**src/rtl/float_pkg.sv**
```systemverilog
// Shared binary32 definitions for the floating-point multiplier.
// Provides field widths, bias, special encodings, an unpacked field view and
// classification helpers. Subnormal encodings classify as zero (denormals-are-zero).
package float_pkg;

  localparam int unsigned FP_EXP_W  = 8;
  localparam int unsigned FP_FRAC_W = 23;
  localparam int unsigned FP_BIAS   = 127;

  localparam logic [31:0]         FP_QNAN    = 32'h7FC0_0000;
  localparam logic [FP_EXP_W-1:0] FP_EXP_MAX = 8'hFF;

  typedef struct packed {
    logic                 sign;
    logic [FP_EXP_W-1:0]  exp;
    logic [FP_FRAC_W-1:0] frac;
  } fp_t;

  function automatic fp_t fp_unpack(input logic [31:0] x);
    return fp_t'(x);
  endfunction

  // Exponent field of zero covers both true zero and subnormals.
  function automatic logic fp_is_zero(input fp_t x);
    return x.exp == '0;
  endfunction

  function automatic logic fp_is_inf(input fp_t x);
    return (x.exp == FP_EXP_MAX) && (x.frac == '0);
  endfunction

  function automatic logic fp_is_nan(input fp_t x);
    return (x.exp == FP_EXP_MAX) && (x.frac != '0);
  endfunction

endpackage

```
**src/rtl/floating_multiplication_if.sv**
```systemverilog
// Operand/result bundle for the binary32 multiplier.
//   a, b    : operands driven by the master
//   result  : registered product driven by the slave
// With FLOAT_MUL_FLAGS_EN defined the bundle also carries the registered
// overflow, underflow and exception flags.
interface floating_multiplication_if #(
  parameter int unsigned XLEN = 32
);
  logic [XLEN-1:0] a;
  logic [XLEN-1:0] b;
  logic [XLEN-1:0] result;
`ifdef FLOAT_MUL_FLAGS_EN
  logic overflow;
  logic underflow;
  logic exception;

  modport master (output a, b, input result, overflow, underflow, exception);
  modport slave  (input a, b, output result, overflow, underflow, exception);
`else
  modport master (output a, b, input result);
  modport slave  (input a, b, output result);
`endif
endinterface

```
**src/rtl/float_mul_round.sv**
```systemverilog
// Normalise and round-to-nearest-even a 48-bit significand product.
//   sign    : result sign, passed through
//   prod    : 24x24 significand product (hidden bits included), bit 47 or 46 leads
//   exp_in  : biased exponent eA+eB-bias before normalisation, 10-bit signed
//   res     : {sign, exp[7:0], frac} after normalise and round, not saturated
//   ovf     : final exponent >= 255, caller substitutes infinity
//   unf     : final exponent <= 0, caller substitutes signed zero
module float_mul_round (
  input  logic              sign,
  input  logic [47:0]       prod,
  input  logic signed [9:0] exp_in,
  output logic [31:0]       res,
  output logic              ovf,
  output logic              unf
);

  logic [22:0]       mant;
  logic              guard_bit;
  logic              round_bit;
  logic              sticky_bit;
  logic              round_up;
  logic [23:0]       mant_r;
  logic signed [9:0] exp_n;
  logic signed [9:0] exp_f;

  always_comb begin
    // Product of two [1,2) significands lies in [1,4): bit 47 set means >= 2.
    if (prod[47]) begin
      mant       = prod[46:24];
      guard_bit  = prod[23];
      round_bit  = prod[22];
      sticky_bit = |prod[21:0];
      exp_n      = exp_in + 10'sd1;
    end else begin
      mant       = prod[45:23];
      guard_bit  = prod[22];
      round_bit  = prod[21];
      sticky_bit = |prod[20:0];
      exp_n      = exp_in;
    end

    // Ties go to the even mantissa.
    round_up = guard_bit & (round_bit | sticky_bit | mant[0]);
    mant_r   = {1'b0, mant} + {23'd0, round_up};

    // All-ones mantissa rounding up wraps to zero; the value becomes 2.0 so bump exp.
    exp_f = exp_n + 10'(mant_r[23]);

    ovf = exp_f >= 10'sd255;
    unf = exp_f <= 10'sd0;
    res = {sign, exp_f[7:0], mant_r[22:0]};
  end

endmodule

```
**src/rtl/floating_multiplication.sv**
```systemverilog
// IEEE-754 binary32 multiplier with a single output register (latency 1,
// one product per clock). Round-to-nearest-even, subnormal inputs read as
// zero and subnormal results flush to signed zero.
//   clk   : clock, all state on the rising edge
//   rst   : synchronous active-high reset, clears result (and flags)
//   bus   : floating_multiplication_if.slave, operands a/b in, result out
// Build option FLOAT_MUL_FLAGS_EN adds registered overflow, underflow and
// exception flags on the bus, aligned with result.
module floating_multiplication
  import float_pkg::*;
#(
  parameter int unsigned XLEN = 32
) (
  input logic                     clk,
  input logic                     rst,
  floating_multiplication_if.slave bus
);

  if (XLEN != 32) begin : gen_xlen_check
    $error("floating_multiplication: only XLEN=32 (binary32) is supported");
  end

  fp_t               op_a;
  fp_t               op_b;
  logic              sign;
  logic              a_zero, a_inf, a_nan;
  logic              b_zero, b_inf, b_nan;
  logic [47:0]       prod;
  logic signed [9:0] exp_sum;
  logic [31:0]       rnd_res;
  logic              rnd_ovf;
  logic              rnd_unf;
  logic [31:0]       result_d, result_q;

  assign op_a = fp_unpack(bus.a);
  assign op_b = fp_unpack(bus.b);

  assign a_zero = fp_is_zero(op_a);
  assign a_inf  = fp_is_inf(op_a);
  assign a_nan  = fp_is_nan(op_a);
  assign b_zero = fp_is_zero(op_b);
  assign b_inf  = fp_is_inf(op_b);
  assign b_nan  = fp_is_nan(op_b);

  assign sign = op_a.sign ^ op_b.sign;

  assign prod    = 48'({1'b1, op_a.frac}) * 48'({1'b1, op_b.frac});
  assign exp_sum = $signed({2'b00, op_a.exp}) + $signed({2'b00, op_b.exp})
                 - $signed(10'(FP_BIAS));

  float_mul_round u_round (
    .sign   (sign),
    .prod   (prod),
    .exp_in (exp_sum),
    .res    (rnd_res),
    .ovf    (rnd_ovf),
    .unf    (rnd_unf)
  );

  logic special_nan;
  logic special_inf;
  logic special_zero;

  assign special_nan  = a_nan | b_nan | (a_inf & b_zero) | (b_inf & a_zero);
  assign special_inf  = a_inf | b_inf;
  assign special_zero = a_zero | b_zero;

  // Priority: NaN / inf*0 > inf > zero > overflow > underflow > normal.
  always_comb begin
    result_d = rnd_res;
    if (special_nan) begin
      result_d = FP_QNAN;
    end else if (special_inf) begin
      result_d = {sign, FP_EXP_MAX, 23'h0};
    end else if (special_zero) begin
      result_d = {sign, 31'h0};
    end else if (rnd_ovf) begin
      result_d = {sign, FP_EXP_MAX, 23'h0};
    end else if (rnd_unf) begin
      result_d = {sign, 31'h0};
    end
  end

  always_ff @(posedge clk) begin
    if (rst) begin
      result_q <= '0;
    end else begin
      result_q <= result_d;
    end
  end

  assign bus.result = result_q;

`ifdef FLOAT_MUL_FLAGS_EN
  logic finite_path;
  logic overflow_d, overflow_q;
  logic underflow_d, underflow_q;
  logic exception_d, exception_q;

  // Over/underflow only count when both operands were nonzero finite numbers.
  assign finite_path = ~special_nan & ~special_inf & ~special_zero;
  assign overflow_d  = finite_path & rnd_ovf;
  assign underflow_d = finite_path & ~rnd_ovf & rnd_unf;
  assign exception_d = a_nan | b_nan | a_inf | b_inf;

  always_ff @(posedge clk) begin
    if (rst) begin
      overflow_q  <= 1'b0;
      underflow_q <= 1'b0;
      exception_q <= 1'b0;
    end else begin
      overflow_q  <= overflow_d;
      underflow_q <= underflow_d;
      exception_q <= exception_d;
    end
  end

  assign bus.overflow  = overflow_q;
  assign bus.underflow = underflow_q;
  assign bus.exception = exception_q;
`endif

endmodule

```
**src/flat_wrapper.sv**
```systemverilog
// flat-port wrapper written by rule: the top's interface ports become plain ports
module floating_multiplication_flat import float_pkg::*;
#(
  parameter int unsigned XLEN = 32
)
  (clk, rst, bus_a, bus_b, bus_result);
  floating_multiplication_if #(.XLEN(XLEN)) bus_i ();
  input logic clk;
  input logic rst;
  input wire logic [$bits(bus_i.a)-1:0] bus_a;
  input wire logic [$bits(bus_i.b)-1:0] bus_b;
  output wire logic [$bits(bus_i.result)-1:0] bus_result;
  assign bus_i.a = bus_a;
  assign bus_i.b = bus_b;
  assign bus_result = bus_i.result;
  floating_multiplication #(.XLEN(XLEN)) u_core (.clk(clk), .rst(rst), .bus(bus_i));
endmodule
```
**config.mk**
```make
export PLATFORM = sky130hd
export DESIGN_NAME = floating_multiplication_flat
export DESIGN_NICKNAME = d
export VERILOG_FILES = /design/src/rtl/float_pkg.sv /design/src/rtl/floating_multiplication_if.sv /design/src/rtl/float_mul_round.sv /design/src/rtl/floating_multiplication.sv /design/src/flat_wrapper.sv
export SDC_FILE = /design/constraint.sdc
export NUM_CORES = 2
export LEC_CHECK = 0
export ABC_AREA = 1
export BUFFER_PORTS_ARGS = -buffer_cell sky130_fd_sc_hd__buf_4
export CORE_ASPECT_RATIO = 1.1
export CORE_MARGIN = 10
export CORE_UTILIZATION = 60
export DETAILED_ROUTE_END_ITERATION = 7
export GPL_TIMING_DRIVEN = 1
export HOLD_SLACK_MARGIN = 0.05
export PLACE_DENSITY = 0.86
export SKIP_CTS_REPAIR_TIMING = 1
export SYNTH_ARGS = -nofsm -noshare
export SYNTH_HDL_FRONTEND = slang
export SYNTH_SLANG_ARGS = --single-unit
```
**constraint.sdc**
```tcl
create_clock -name clk -period 29.3 [get_ports clk]
set_input_delay 2.93 -clock clk [delete_from_list [all_inputs] [get_ports clk]]
set_output_delay 2.93 -clock clk [all_outputs]
set_load 0.05 [all_outputs]
```
==> out/results.txt <==
Setup repair after global routing left no endpoint under its margin. The die is 228 um tall. The first routing iteration left 1488 violations. After clock tree synthesis, the clock-pin slew on the worst setup and hold paths is 0.05 ns.

The average size of a mapped cell was 7.14 um2; the number of ports placed on the die boundary was 98. Counting every instance in the synthesized netlist gives 3304. STA classifies the critical path endpoint as a flip-flop. The first global-routing pass estimated 102 mm of wire. The tools report the total number of yosys warnings as 0.

Summing every instance area after synthesis gives 0.0236 mm2. Wires add up to 59.4 mm. The layout cell share with drive strength beyond 1 came out at 6.01%. Of the available clock period, the critical path in the final layout requires 42.8%. The run gives 60.5% as the starting density of the core.

In the final layout, the multi-input gates occupy 0.0186 mm2. The wire length per cell is 15.6 um. The flow ran to the end, and the final reports show no timing, DRC or antenna violations.

The largest driver fanout on the critical path is 38. Critical path's slowest cell: sky130_fd_sc_hd__fa_1. The delay contributed by the slowest stage of the critical path is 0.56 ns. The register with the most flip-flops in the layout has 32 of them. The floorplan has 76 rows. The worst hold margin came out at 2.90 ns. Data arrives at the worst endpoint at 12.75 ns. The die is 209 um wide.

The number of vias in the routed layout came out at 19949. Setup violations remaining at the end of the flow were counted as 0. The timing-limited maximum frequency is 79.7 MHz, and the final weighted congestion of routability-driven global placement is 1.01. Clock tree synthesis inserted a total of 5 buffers. The path class of the tightest hold or removal check is input pin to flip-flop. For the maximum clock path buffer count, the log shows 2.

The tool flagged a number of max-cap violations equal to 0. The count of input and output buffers came out at 97. Once detail routing completed, the nets flagged for antenna violations numbered 0. For the initial antenna violation count, the log shows 0. TritonCTS built the clock tree. The library cell used most frequently in the layout, excluding fill and tap cells, is sky130_fd_sc_hd__inv_1.

The H-tree was split into 2 levels. After floorplanning, the core was sized to cover 0.0390 mm2. Fill cells in the final layout number 3331. The async set-or-reset flop fraction in the synthesized netlist was 0%.

The worst setup path is launched from an input pin. The number of max-slew violations in the final report was 0; the number of detailed-route iterations in the first pass was 7. The run gives 0.0477 mm2 as the full die area. After the last flow step, the layout net total stands at 4027. The number of global-route vias before repair came out at 21361. The tree built by TritonCTS fans out to 32 sinks. The fraction of the yosys area taken by sequential cells came out at 2.72%.

Measured against its own limit, the worst slew margin works out to 63.7%. The synthesized design contains 0 enable-type register cells. Global routing consumed, over all layers together, 25.5% of the routing resources. The slew at the pin closest to its max-slew limit came out at 0.540 ns. The critical path is of the input pin to flip-flop type. The post-route minimum period was 12.55 ns; the final-report hold violation count was 0. After synthesis the netlist holds a flip-flop and latch count of 32.

The maximum number of pins on one net before global-route repair was 39. Summing all flip-flop and latch instances after layout gives 641 um2. Leaving out fill and tap cells, the most frequent cells in the layout are sky130_fd_sc_hd__inv_1, sky130_fd_sc_hd__nand2_1, sky130_fd_sc_hd__fa_1.

The post-synthesis to final-layout area growth came out at 4.23%. The post-route non-filler standard cell count was 3799; the required time of the worst setup path was 29.50 ns. The number of nets in the synthesized netlist is 4039. The run gives 0 as the antenna cell count. The most used flip-flop cell after synthesis is sky130_fd_sc_hd__dfxtp_1.

In this run, placement finished with an instance count of 3792. The number of different library cells used by synthesis comes to 45. For this run, design rule violations remaining after detail routing come to 0. The root cell of the clock tree was sky130_fd_sc_hd__clkbuf_16. The HPWL after detailed placement is 49.3 mm. In the final timing run, aggregate negative setup slack is 0 ns. The mean number of vias per cell was 5.25; the overflow left after global routing was 0.
## synthesized netlist by cell type, types with 7 or more instances
cell	count	area share [%]
sky130_fd_sc_hd__a21oi_1	68	1.4
sky130_fd_sc_hd__a21oi_2	13	0.48
sky130_fd_sc_hd__clkbuf_1	107	1.7
sky130_fd_sc_hd__dfxtp_1	32	2.7
sky130_fd_sc_hd__fa_1	483	41
sky130_fd_sc_hd__ha_1	186	9.9
sky130_fd_sc_hd__inv_1	1007	16
sky130_fd_sc_hd__inv_2	12	0.19
sky130_fd_sc_hd__nand2_1	904	14
sky130_fd_sc_hd__nand2_2	26	0.69
sky130_fd_sc_hd__nand3_1	87	1.8
sky130_fd_sc_hd__nand3b_1	8	0.25
sky130_fd_sc_hd__nand4_1	31	0.82
sky130_fd_sc_hd__nor2_1	141	2.2
sky130_fd_sc_hd__nor2_2	11	0.29
sky130_fd_sc_hd__nor2_4	11	0.53
sky130_fd_sc_hd__nor3_1	16	0.34
sky130_fd_sc_hd__nor4_1	21	0.56
sky130_fd_sc_hd__o21ai_0	33	0.70
sky130_fd_sc_hd__o21bai_1	18	0.57
sky130_fd_sc_hd__or2_2	7	0.19
sky130_fd_sc_hd__xnor2_1	15	0.56
sky130_fd_sc_hd__xor2_1	30	1.1
## layout make-up
| cell class | instances | share of cell area (%) |
|---|---|---|
| inverter | 1021 | 15.6 |
| clock buffer | 5 | 0.509 |
| clock inverter | 2 | 0.0509 |
| sequential | 32 | 2.61 |
| tap | 507 | 2.58 |
| multi-input combinational | 2135 | 75.7 |
| timing repair buffer | 97 | 2.96 |
## logic make-up after synthesis
kind of cell    Yosys count  synth area share, %
simple gates           1277                 22.8
buf+inv                1137                 18.4
fa+ha+maj               669                 50.8
compound gates          144                 3.56
xor+xnor                 45                 1.67
flops                    32                 2.72
## final timing paths
path                    end  cells past startpoint  slack (ns)  startpoint
min   u_core.bus.result[29]                      2        2.90         rst
max   u_core.bus.result[11]                     53       16.75   bus_a[13]
## worst max-delay path: cells and delay by family
family | cells | cell delay [ns]
fa+ha+maj | 10 | 4.39
buf+inv | 10 | 0.99
compound gates | 2 | 0.52
simple gates | 31 | 3.80
## metrics by stage
| step | instance area, um2 | utilization [%] | worst slack, ns |
|---|---|---|---|
| 2_1_floorplan | 23600 | - | 17.77 |
| 3_3_place_gp | 24500 | 62.7 | 16.78 |
| 3_5_place_dp | 24500 | 62.7 | 16.58 |
| 4_1_cts | 24600 | 63.1 | 16.78 |
| 5_1_grt | 24600 | 63.1 | 15.75 |
| 6_report | 24600 | 63.1 | 16.75 |
## routing by layer
layer / up-vias / share of wire, % / global-route usage [%]
met1: 9567 / 39 / 31.8
li1: 9336 / - / -
met5: - / 0 / 0
met2: 887 / 49 / 43.9
met4: 0 / 3.3 / 8.89
met3: 159 / 8.5 / 4.03
Power is not shown: default switching activity piles up to over one toggle a cycle in this logic, so the estimate is an artifact.
